### src/rtl/alu_pkg.sv
// alu_pkg: opcodes, flag bit indices and multiplier FSM state type
// shared by alu_seq and its shift-add multiplier alu_mul.
package alu_pkg;

   localparam logic [3:0] OP_ZERO = 4'h0;
   localparam logic [3:0] OP_ADD  = 4'h1;
   localparam logic [3:0] OP_SUB  = 4'h2;
   localparam logic [3:0] OP_INC  = 4'h3;
   localparam logic [3:0] OP_DEC  = 4'h4;
   localparam logic [3:0] OP_AND  = 4'h5;
   localparam logic [3:0] OP_OR   = 4'h6;
   localparam logic [3:0] OP_NOT  = 4'h7;
   localparam logic [3:0] OP_XOR  = 4'h8;
   localparam logic [3:0] OP_SHL  = 4'h9;
   localparam logic [3:0] OP_PASS = 4'hA;
   localparam logic [3:0] OP_MUL  = 4'hB;

   localparam int FLAG_Z = 0;
   localparam int FLAG_C = 1;
   localparam int FLAG_V = 2;
   localparam int FLAG_N = 3;

   typedef enum logic {
      S_IDLE = 1'b0,
      S_MUL  = 1'b1
   } mul_state_e;

endpackage

### src/rtl/alu_mul.sv
// alu_mul: WIDTH-iteration shift-add multiplier with IDLE/MUL FSM.
// Ports: clk, rst (sync, active high), go, mcand, mplier in;
//        busy (registered), last (final iteration), prod (result
//        presented during the final iteration) out.
module alu_mul
   import alu_pkg::*;
#(
   parameter int WIDTH = 8
) (
   input  logic               clk,
   input  logic               rst,
   input  logic               go,
   input  logic [WIDTH-1:0]   mcand,
   input  logic [WIDTH-1:0]   mplier,
   output logic               busy,
   output logic               last,
   output logic [2*WIDTH-1:0] prod
);

   localparam int CW = $clog2(WIDTH);
   localparam logic [CW-1:0] CNT_LAST = CW'(WIDTH - 1);

   mul_state_e           state_q, state_d;
   logic [CW-1:0]        cnt_q, cnt_d;
   logic [2*WIDTH-1:0]   acc_q, acc_d;
   logic [WIDTH-1:0]     mcand_q, mcand_d;
   logic                 busy_q, busy_d;
   logic [WIDTH:0]       sum;
   logic [2*WIDTH-1:0]   step;

   // acc = {partial, remaining multiplier bits}; each step adds the
   // multiplicand into the upper half when the current LSB is set,
   // then shifts the whole accumulator right by one.
   always_comb begin
      sum = {1'b0, acc_q[2*WIDTH-1:WIDTH]}
          + (acc_q[0] ? {1'b0, mcand_q} : '0);
      step = {sum, acc_q[WIDTH-1:1]};

      state_d = state_q;
      cnt_d   = cnt_q;
      acc_d   = acc_q;
      mcand_d = mcand_q;
      busy_d  = busy_q;
      last    = 1'b0;

      case (state_q)
         S_IDLE: begin
            if (go) begin
               state_d = S_MUL;
               cnt_d   = '0;
               acc_d   = {{WIDTH{1'b0}}, mplier};
               mcand_d = mcand;
               busy_d  = 1'b1;
            end
         end
         S_MUL: begin
            acc_d = step;
            cnt_d = cnt_q + 1'b1;
            if (cnt_q == CNT_LAST) begin
               state_d = S_IDLE;
               cnt_d   = '0;
               busy_d  = 1'b0;
               last    = 1'b1;
            end
         end
         default: state_d = S_IDLE;
      endcase
   end

   always_ff @(posedge clk) begin
      if (rst) begin
         state_q <= S_IDLE;
         cnt_q   <= '0;
         acc_q   <= '0;
         mcand_q <= '0;
         busy_q  <= 1'b0;
      end else begin
         state_q <= state_d;
         cnt_q   <= cnt_d;
         acc_q   <= acc_d;
         mcand_q <= mcand_d;
         busy_q  <= busy_d;
      end
   end

   assign busy = busy_q;
   assign prod = step;

endmodule

### src/rtl/alu_seq.sv
// alu_seq: registered ALU with {N,V,C,Z} flags, start/done handshake
// and optional multi-cycle MUL (opcode B) built when ALU_SEQ_MUL_EN is
// defined; otherwise opcode B is treated as undefined.
// Ports: clk, rst (sync, active high), start, alus[3:0], x, bus in;
//        dout, prod_hi, flags[3:0], ill, busy, done out (all registered).
module alu_seq
   import alu_pkg::*;
#(
   parameter int WIDTH = 8
) (
   input  logic             clk,
   input  logic             rst,
   input  logic             start,
   input  logic [3:0]       alus,
   input  logic [WIDTH-1:0] x,
   input  logic [WIDTH-1:0] bus,
   output logic [WIDTH-1:0] dout,
   output logic [WIDTH-1:0] prod_hi,
   output logic [3:0]       flags,
   output logic             ill,
   output logic             busy,
   output logic             done
);

   localparam int MSB = WIDTH - 1;

   logic [WIDTH-1:0]   dout_q, dout_d;
   logic [WIDTH-1:0]   prod_hi_q, prod_hi_d;
   logic [3:0]         flags_q, flags_d;
   logic               ill_q, ill_d;
   logic               done_q, done_d;

   logic               mul_op;
   logic               mul_busy;
   logic               mul_last;
   logic [2*WIDTH-1:0] mul_prod;
   logic               single_go;

   logic [WIDTH-1:0]   opb;
   logic [WIDTH:0]     add_r;
   logic [WIDTH:0]     sub_r;
   logic [WIDTH-1:0]   res;
   logic               c, v, bad;
   logic [WIDTH-1:0]   wres, whi;
   logic               wc, wv, will, load;

`ifdef ALU_SEQ_MUL_EN
   logic mul_go;

   assign mul_op = (alus == OP_MUL);
   assign mul_go = start & ~mul_busy & mul_op;

   alu_mul #(
      .WIDTH (WIDTH)
   ) u_mul (
      .clk    (clk),
      .rst    (rst),
      .go     (mul_go),
      .mcand  (x),
      .mplier (bus),
      .busy   (mul_busy),
      .last   (mul_last),
      .prod   (mul_prod)
   );
`else
   assign mul_op   = 1'b0;
   assign mul_busy = 1'b0;
   assign mul_last = 1'b0;
   assign mul_prod = '0;
`endif

   assign single_go = start & ~mul_busy & ~mul_op;

   // inc/dec reuse the add/sub paths with a constant operand of 1
   assign opb   = (alus == OP_INC || alus == OP_DEC) ? WIDTH'(1) : bus;
   assign add_r = {1'b0, x} + {1'b0, opb};
   assign sub_r = {1'b0, x} - {1'b0, opb};

   always_comb begin
      res = '0;
      c   = 1'b0;
      v   = 1'b0;
      bad = 1'b0;

      case (alus)
         OP_ZERO: res = '0;
         OP_ADD, OP_INC: begin
            res = add_r[MSB:0];
            c   = add_r[WIDTH];
            v   = (x[MSB] == opb[MSB]) && (res[MSB] != x[MSB]);
         end
         OP_SUB, OP_DEC: begin
            res = sub_r[MSB:0];
            c   = sub_r[WIDTH];
            v   = (x[MSB] != opb[MSB]) && (res[MSB] != x[MSB]);
         end
         OP_AND:  res = x & bus;
         OP_OR:   res = x | bus;
         OP_NOT:  res = ~x;
         OP_XOR:  res = x ^ bus;
         OP_SHL: begin
            res = {x[MSB-1:0], 1'b0};
            c   = x[MSB];
         end
         OP_PASS: res = bus;
         default: bad = 1'b1;
      endcase

      wres = res;
      whi  = '0;
      wc   = c;
      wv   = v;
      will = bad;
      load = single_go;

      if (mul_last) begin
         wres = mul_prod[MSB:0];
         whi  = mul_prod[2*WIDTH-1:WIDTH];
         wc   = |mul_prod[2*WIDTH-1:WIDTH];
         wv   = wc;
         will = 1'b0;
         load = 1'b1;
      end

      dout_d    = dout_q;
      prod_hi_d = prod_hi_q;
      flags_d   = flags_q;
      ill_d     = ill_q;
      done_d    = load;

      if (load) begin
         dout_d          = wres;
         prod_hi_d       = whi;
         ill_d           = will;
         flags_d[FLAG_Z] = (wres == '0);
         flags_d[FLAG_N] = wres[MSB];
         flags_d[FLAG_C] = wc;
         flags_d[FLAG_V] = wv;
      end
   end

   always_ff @(posedge clk) begin
      if (rst) begin
         dout_q    <= '0;
         prod_hi_q <= '0;
         flags_q   <= '0;
         ill_q     <= 1'b0;
         done_q    <= 1'b0;
      end else begin
         dout_q    <= dout_d;
         prod_hi_q <= prod_hi_d;
         flags_q   <= flags_d;
         ill_q     <= ill_d;
         done_q    <= done_d;
      end
   end

   assign dout    = dout_q;
   assign prod_hi = prod_hi_q;
   assign flags   = flags_q;
   assign ill     = ill_q;
   assign busy    = mul_busy;
   assign done    = done_q;

endmodule

### config.mk
export PLATFORM = sky130hd
export DESIGN_NAME = alu_seq
export DESIGN_NICKNAME = d
export VERILOG_FILES = /design/src/rtl/alu_pkg.sv /design/src/rtl/alu_mul.sv /design/src/rtl/alu_seq.sv
export SDC_FILE = /design/constraint.sdc
export NUM_CORES = 1
export LEC_CHECK = 0
export CORE_AREA = 2 2 70 72
export DETAILED_ROUTE_END_ITERATION = 8
export DIE_AREA = 0 0 72 74
export PLACE_DENSITY = 0.75
export SLEW_MARGIN = 10
export SYNTH_ARGS = -nofsm -noshare
export SYNTH_HDL_FRONTEND = slang
export SYNTH_SLANG_ARGS = --single-unit
### constraint.sdc
create_clock -name clk -period 4 [get_ports clk]
set_input_delay 0.6 -clock clk [delete_from_list [all_inputs] [get_ports clk]]
set_output_delay 0.6 -clock clk [all_outputs]
set_load 0.05 [all_outputs]
==> results of run 1 <==
==> metal layers <==
metal / up-vias / global-route usage / share of wire
li1: 1070 / - / -
met1: 1020 / 0.2869 / 0.44
met2: 74 / 0.4033 / 0.49
met3: 8 / 0.05556 / 0.054
met4: 0 / 0.05241 / 0.014
met5: - / 0 / 0
==> sequential cells by signal (all words and copies together), names as in the netlist <==
name   flops
dout       8
ill        1
flags      3
done       1
==> layout make-up <==
class                   count  share of cell area
flip-flops and latches     13             0.09905
clock buffers               4             0.01714
repair buffers             46              0.1657
well taps                  54             0.02571
inverters                  33             0.04714
multi-input cells         223              0.6452
==> cell families (layout without fill, tap and decap cells) <==
logic type | Yosys count | in the layout | synth area share
AND/OR/NAND/NOR | 79 | 79 | 0.1789
other | 1 | 9 | 0.001702
flip-flops | 13 | 13 | 0.1181
AO/OA/AOI/OAI | 83 | 83 | 0.2873
XOR/XNOR | 8 | 8 | 0.03521
adder cells (fa/ha/maj) | 37 | 37 | 0.2169
multiplexers | 7 | 7 | 0.03237
buffers and inverters | 57 | 83 | 0.1295
==> where the power goes <==
| part | leakage (nW) | switching, W | internal, W | total [W] |
|---|---|---|---|---|
| Sequential | 0.107 | 0.00000454 | 0.000139 | 0.000143 |
| Clock | 0.0228 | 0.0000448 | 0.0000703 | 0.000115 |
| Combinational | 1.06 | 0.000206 | 0.000138 | 0.000344 |
==> cells in the mapped netlist, types with 3 or more instances <==
cell type / instances
a211oi_1: 8
a21oi_1: 11
a22oi_1: 5
a2bb2oi_1: 3
a31oi_1: 5
a32oi_1: 4
buf_2: 3
buf_4: 12
buf_6: 3
clkbuf_1: 5
dfxtp_1: 13
ha_1: 35
inv_1: 33
mux2i_1: 6
nand2_1: 20
nand2b_1: 7
nor2_1: 26
nor2b_1: 6
nor3_1: 4
o211ai_1: 3
o21a_1: 4
o21ai_0: 5
o221ai_1: 3
o22ai_1: 5
o32ai_1: 3
or2_2: 3
xnor2_1: 6
==> layout by cell type (no fill, tap or decap), drive strengths merged, types with 3 or more instances in the layout <==
master and instances:
xnor2 7, o21a 4, nor2b 6, a2111oi 3, o22ai 5, o211ai 3
dfxtp 13, a31oi 5, o221ai 3, nor2 26, clkdlybuf4s50 36, ha 35
nand2b 7, o21ai 7, nand2 20, o32ai 3, inv 33, conb 9
a22oi 6, a211oi 8, a32oi 4, a221oi 3, a2bb2oi 3, buf 10
a21oi 11, mux2i 6, or2 3, nor3 5, clkbuf 4
==> per-stage QoR <==
| stage | hold WS, ns | util | worst slack (ns) |
|---|---|---|---|
| finish | 0.4684 | 0.5714 | 0.2842 |
| global route | 0.4935 | 0.5714 | 0.004962 |
| CTS | 0.4711 | 0.5698 | 0.2729 |
| detailed placement | 0.4642 | 0.5600 | 0.05812 |
| global placement | 0.4617 | 0.5600 | 0.1455 |
| floorplan | 0.6769 | - | 0.3770 |
==> worst paths after layout <==
kind | startpoint | to | slack, ns | cells past startpoint
max reg2reg | dout[7] | dout[7] | 3.26 | 2
max | alus[1] | flags[0] | 0.28 | 15
min | ill | ill | 0.47 | 2
min reg2reg | ill | ill | 0.47 | 2
==> critical path, delay by kind of cell <==
| family | cells | cell delay (ns) |
|---|---|---|
| AO/OA/AOI/OAI | 6 | 1.22 |
| AND/OR/NAND/NOR | 5 | 0.92 |
| adder cells (fa/ha/maj) | 2 | 0.57 |
| buffers and inverters | 2 | 0.60 |
==> summary.md, run 1 <==
## Run status
• finished clean — status

## Floorplanning
• 0.4792 — initial standard-cell utilization of the core
• 74 um — y dimension of the die
• 4598 sq um — area inside the core boundary
• 72 um — Die W
• 46 — Boundary Pins
• 5328 sq um — DIE AREA
• 25 — standard-cell row count

## Logic synthesis
• 285 — cells after synthesis
• 0 — share of flip-flops with an asynchronous set or reset after synthesis
• ha_1 20%, dfxtp_1 12%, inv_1 5.6% — cell types occupying the most area after synthesis
• 0 — warnings from Yosys
• 2203 sq um — Netlist Area Pre-Place
• 0.1988 — area fraction of the dominant cell type after synthesis
• 0 — EDFF count, synth
• 60 — number of distinct library cell variants in the gate-level netlist after synthesis
• 0.1181 — part of the Yosys area used for sequential elements
• 13 — synthesized flop and latch total
• ha_1 — cell type with the largest total area after synthesis
• 7.731 sq um — per-instance average area after synthesis
• dfxtp_1 — top flip-flop cell by instance count after synthesis

## Clocking
• 0.05 ns — clock-pin transition on the worst setup and hold timing paths
• 0.24 ns — source-to-sink clock delay at the later pin of the worst-skew pair
• clkbuf_8 — CTS Root Buffer Type
• 0 — cells resized by post-CTS repair
• 2 — worst-case clock buffer depth
• 1 — number of levels in the clock H-tree
• 0 — buffer count from post-CTS setup fixing
• 3 — TritonCTS Buffers
• 0 — CTS Hold Bufs
• 13 — TritonCTS Sinks
• built — TritonCTS clock tree

## Flow run
• 0 — number of max-capacitance violations reported

## Global route
• 2,117 — via count of the first global-routing pass
• 26 — maximum number of pins on one net before global-route repair
• 9749 um — wire length of the first global-routing pass
• 0 — antenna violations before repair
• 0 — total congestion overflow after global routing
• 0.2298 — GRT Total Usage

## Timing
• 0.5729 — worst rel slew slack
• 0 ns — summed negative setup slack over all endpoints
• 0 ns — largest clock skew in the final design
• 0 — total of endpoints with negative setup slack in the final report
• 269.1 MHz — FMAX
• 0.6378 ns — Slew @ Worst Pin
• false — unrepaired setup endpoints after global routing
• 3.716 ns — post-layout min period
• 0 — Pins Over Slew Limit
• 0 — Hold Fails Final Rpt
• 0.9290 — Tcrit/Tclk final

## Power and ir drop
• 1.187 nW — leak pwr
• 0.0001776 V — largest voltage drop on the vdd net
• 229.3 nW/um^2 — cell area power density
• 0.0006025 W — overall power

## Cells and area
• 19.25% — Area Overhead vs Synth
• 2628 sq um — post-route cell area
• 0.09091 — fraction of layout instances using a drive strength above 1
• 380 — nets@finish
• 260.3 sq um — area used by sequential logic in the layout
• 1695 sq um — total area of multi-input combinational cells
• 442 — Filler Cells Inserted
• 373 — count of placed standard cells in the final layout, fillers left out
• 0 — antenna diode instance count

## Routing
• 15.62 um — Avg WL per Cell
• 5.823 — Via density
• 0 — Routed Antenna Nets
• 2,172 — detailed-route via count
• 143 — drt first-iter violations
• 4 — Detailed Routing Iterations Pass 1
• 5825 um — Detailed Route WL
• 0 — number of remaining DRC errors

## Setup path
• 0.55 ns — delay of the slowest critical-path stage
• clkdlybuf4s50_1 — Worst path slowest cell
• 3.90 ns — arrival time of data at the critical path endpoint
• primary input — startpoint kind of the worst setup timing path
• clkdlybuf4s50_1, nand2_1, nor2_1, a21oi_1, or2_2, nand2_1, ha_1, inv_1, fa_1, a221oi_2, o21ai_0, a221o_1, a21oi_1, and4_1, a32o_1 — sequence of cells on the critical path
• 4.18 ns — required time reported for the critical path endpoint
• flop — kind of end point of the critical path
• 8 — highest net fanout along the worst path
• in2reg — type of the worst setup path

## Hold path
• reg2reg — class of the tightest hold or removal check

## Placed design
• 4617 um — Post-DP HPWL
• 1.041 — Routability Congestion
• 36 — number of buffers added on ports
• 2575 sq um — Placed Area
• 369 — # placed instances

(Power assumes the default switching activity.)
==> run 2, diff against run 1 <==
--- a/config.mk
+++ b/config.mk
@@ -5,10 +5,12 @@
 export SDC_FILE = /design/constraint.sdc
 export NUM_CORES = 1
 export LEC_CHECK = 0
-export CORE_AREA = 2 2 70 72
+export ABC_CLOCK_PERIOD_IN_PS = 3000
+export CORE_AREA = 2 2 72 74
 export DETAILED_ROUTE_END_ITERATION = 8
-export DIE_AREA = 0 0 72 74
-export PLACE_DENSITY = 0.75
+export DIE_AREA = 0 0 74 76
+export PLACE_DENSITY = 0.74
+export SETUP_SLACK_MARGIN = 0.3
 export SLEW_MARGIN = 10
 export SYNTH_ARGS = -nofsm -noshare
 export SYNTH_HDL_FRONTEND = slang
==> constraint.sdc (replaced) <==
create_clock -name clk -period 3 [get_ports clk]
set_input_delay 0.45 -clock clk [delete_from_list [all_inputs] [get_ports clk]]
set_output_delay 0.45 -clock clk [all_outputs]
set_load 0.05 [all_outputs]
==> run 2 against run 1 <==
  * Critical path depth shrank 1
  * Register-to-register slack lost 0.93 ns
  * Sequential power grew 34%
  * Clock power grew 33%
  * Count of clock-buffer cells in the layout is the same
  * Power grew 64%
  * Sequential share of layout area shrank 2.2 points
  * Global-route usage grew 2.9 points
  * Highest routed layer unchanged
  * Worst setup slack lost 0.16 ns
  * Largest cell class unchanged
  * Flip-flop and latch count is the same
  * Final cell count grew 20%
==> summary.md, run 2 (synthesis gave the netlist of run 1 again) <==
## Run status
• finished clean — status

## Cells and area
• 54.17% — Area Overhead vs Synth
• 65 x buf_4, 31 x clkdlybuf4s50_1, 29 x inv_1 — leading cell types in the layout, fill and taps excluded
• 8 — Largest register FFs, unchanged
• 0.3634 — fraction of layout instances using a drive strength above 1, +0.2725
• 373 — Filler Cells Inserted, -16%
• 0 — antenna diode instance count, unchanged
• 438 — nets@finish, +15%
• 3397 sq um — post-route cell area, +29%
• buf_4 — most frequent standard cell in the layout excluding fill and tap cells
• 447 — count of placed standard cells in the final layout, fillers left out, +20%

## Global route
• 11,790 um — wire length of the first global-routing pass, +21%
• 0.2584 — GRT Total Usage, +0.02861
• 0 — total congestion overflow after global routing, unchanged
• 2,459 — via count of the first global-routing pass, +16%
• 26 — maximum number of pins on one net before global-route repair, unchanged
• 0 — antenna violations before repair, unchanged

## Power and ir drop
• 0.0002286 V — largest voltage drop on the vdd net, +29%
• 1.525 nW — leak pwr, +28%
• 291.5 nW/um^2 — cell area power density, +27%

## Floorplanning
• 0.4485 — initial standard-cell utilization of the core, -0.03064
• 46 — Boundary Pins, unchanged
• 5624 sq um — DIE AREA, +5.6%
• 26 — standard-cell row count, +4.0%
• 4912 sq um — area inside the core boundary, +6.8%
• 76 um — y dimension of the die, +2.7%
• 74 um — Die W, +2.8%

## Setup path
• or4_4 — Worst path slowest cell
• primary input — startpoint kind of the worst setup timing path
• 4 — highest net fanout along the worst path, -4
• in2reg — type of the worst setup path
• 3.06 ns — arrival time of data at the critical path endpoint, -0.84 ns
• dout[5] — Reg2Reg Capture Point
• alus[1] — Critical Path Start
• 2 — length in cells of the worst reg-to-reg path, unchanged
• 1 — Buf/Inv on CP, -1
• 3.18 ns — required time reported for the critical path endpoint, -1.00 ns
• simple AND/OR/NAND/NOR gates — Top Family by Delay on Critical Path
• nand2_4 — cell repeated most along the worst path
• flop — kind of end point of the critical path
• 2.33 ns — slack of the worst reg-to-reg path, -0.93 ns
• buf_8, nand2_4, nor2_4, a21oi_2, or2_4, nand2_4, ha_2, fa_2, xor2_1, o32ai_1, or4_4, a2111oi_4, and4_1, a32o_1 — sequence of cells on the critical path
• 0.53 ns — delay of the slowest critical-path stage, -0.02 ns
• flags[0] — timing endpoint of the critical path
• 14 — Critical Path Stages, -1
• dout[5] — worst r2r src

## Placed design
• 0.9545 — Routability Congestion, -8.3%
• 5499 um — Post-DP HPWL, +19%
• 3065 sq um — Placed Area, +19%
• 36 — number of buffers added on ports, unchanged
• 433 — # placed instances, +17%

## Timing
• 0.5406 — worst rel slew slack, -0.03227
• 347.2 MHz — FMAX
• 0 — total of endpoints with negative setup slack in the final report, unchanged
• 2.880 ns — post-layout min period
• 0.6860 ns — Slew @ Worst Pin, +0.04820 ns
• 0 — Pins Over Slew Limit, unchanged
• true — unrepaired setup endpoints after global routing
• 0 ns — largest clock skew in the final design, unchanged
• 0 — Hold Fails Final Rpt, unchanged
• 0.4618 ns — tightest hold margin, -0.006658 ns
• 0.9600 — Tcrit/Tclk final

## Clocking
• 0.05 ns — clock-pin transition on the worst setup and hold timing paths, about the same
• 2 — worst-case clock buffer depth, unchanged
• 13 — TritonCTS Sinks, unchanged
• 0.24 ns — source-to-sink clock delay at the later pin of the worst-skew pair, about the same
• built — TritonCTS clock tree
• 1 — number of levels in the clock H-tree, unchanged
• 3 — TritonCTS Buffers, unchanged
• clkbuf_8 — CTS Root Buffer Type

## Routing
• 5.653 — Via density, -2.9%
• 5 — Detailed Routing Iterations Pass 1, +1
• 7387 um — Detailed Route WL, +27%
• 0 — number of remaining DRC errors, unchanged
• 0 — Routed Antenna Nets, unchanged
• 223 — drt first-iter violations, +56%
• 2,527 — detailed-route via count, +16%
• 16.53 um — Avg WL per Cell, +5.8%

## Flow run
• 0 — number of max-capacitance violations reported, unchanged

## Hold path
• reg2reg — class of the tightest hold or removal check

run 2: worst min path at each step:
stage	endpoint	from	cells after the start	slack (ns)
detailed placement	ill	ill	2	0.46
CTS	ill	ill	2	0.46
global route	ill	ill	2	0.49
floorplan	flags[2]	rst	1	0.53
finish	ill	ill	2	0.46
global placement	ill	ill	2	0.45
run 2: power by group:
group | internal (W) | switching, W
sequential | 0.000185 | 0.00000585
clock | 0.0000936 | 0.0000592
combinational | 0.000303 | 0.000344
total | 0.000581 | 0.000409
run 2: layout make-up:
type	instances	area [sq um]	share of cell area
clock buffers	4	45.04	0.01326
inverters	33	123.9	0.03646
multi-input cells	223	1981	0.5831
flip-flops and latches	13	260.3	0.07661
well taps	70	87.58	0.02578
repair buffers	104	899.6	0.2648
run 2: tightest hold or removal path, cell delays in order, from the launching register on:
cell	delay (ns)
dfxtp_1	0.30
nand2_1	0.06
a21oi_1	0.05
run 2: routing by layer:
metal	global-route usage	up-vias	routed length [um]
li1	-	1187	-
met1	0.3468	1170	2975
met2	0.4179	136	3539
met3	0.02778	34	578
met4	0.09818	0	294
met5	0	-	0
run 2: per-stage QoR:
stage,setup TNS (ns),power [W],util,setup WS [ns]
global route,0,0.001049,0.6915,0.01944
finish,0,0.0009904,0.6915,0.1201
CTS,0,0.0009454,0.6630,0.1390
floorplan,-0.06784,0.0005579,-,-0.06784
global placement,-2.956,0.0007475,0.6240,-0.4864
detailed placement,-3.403,0.0007589,0.6240,-0.5476
run 2: what timing repair did:
item                                    in CTS  in global routing
pin swaps                                   21                 15
cloned                                       0                  0
gates resized for setup                     34                 26
buffers inserted                             7                  3
endpoints found under the setup margin      10                  7
hold buffers                                 0                  0
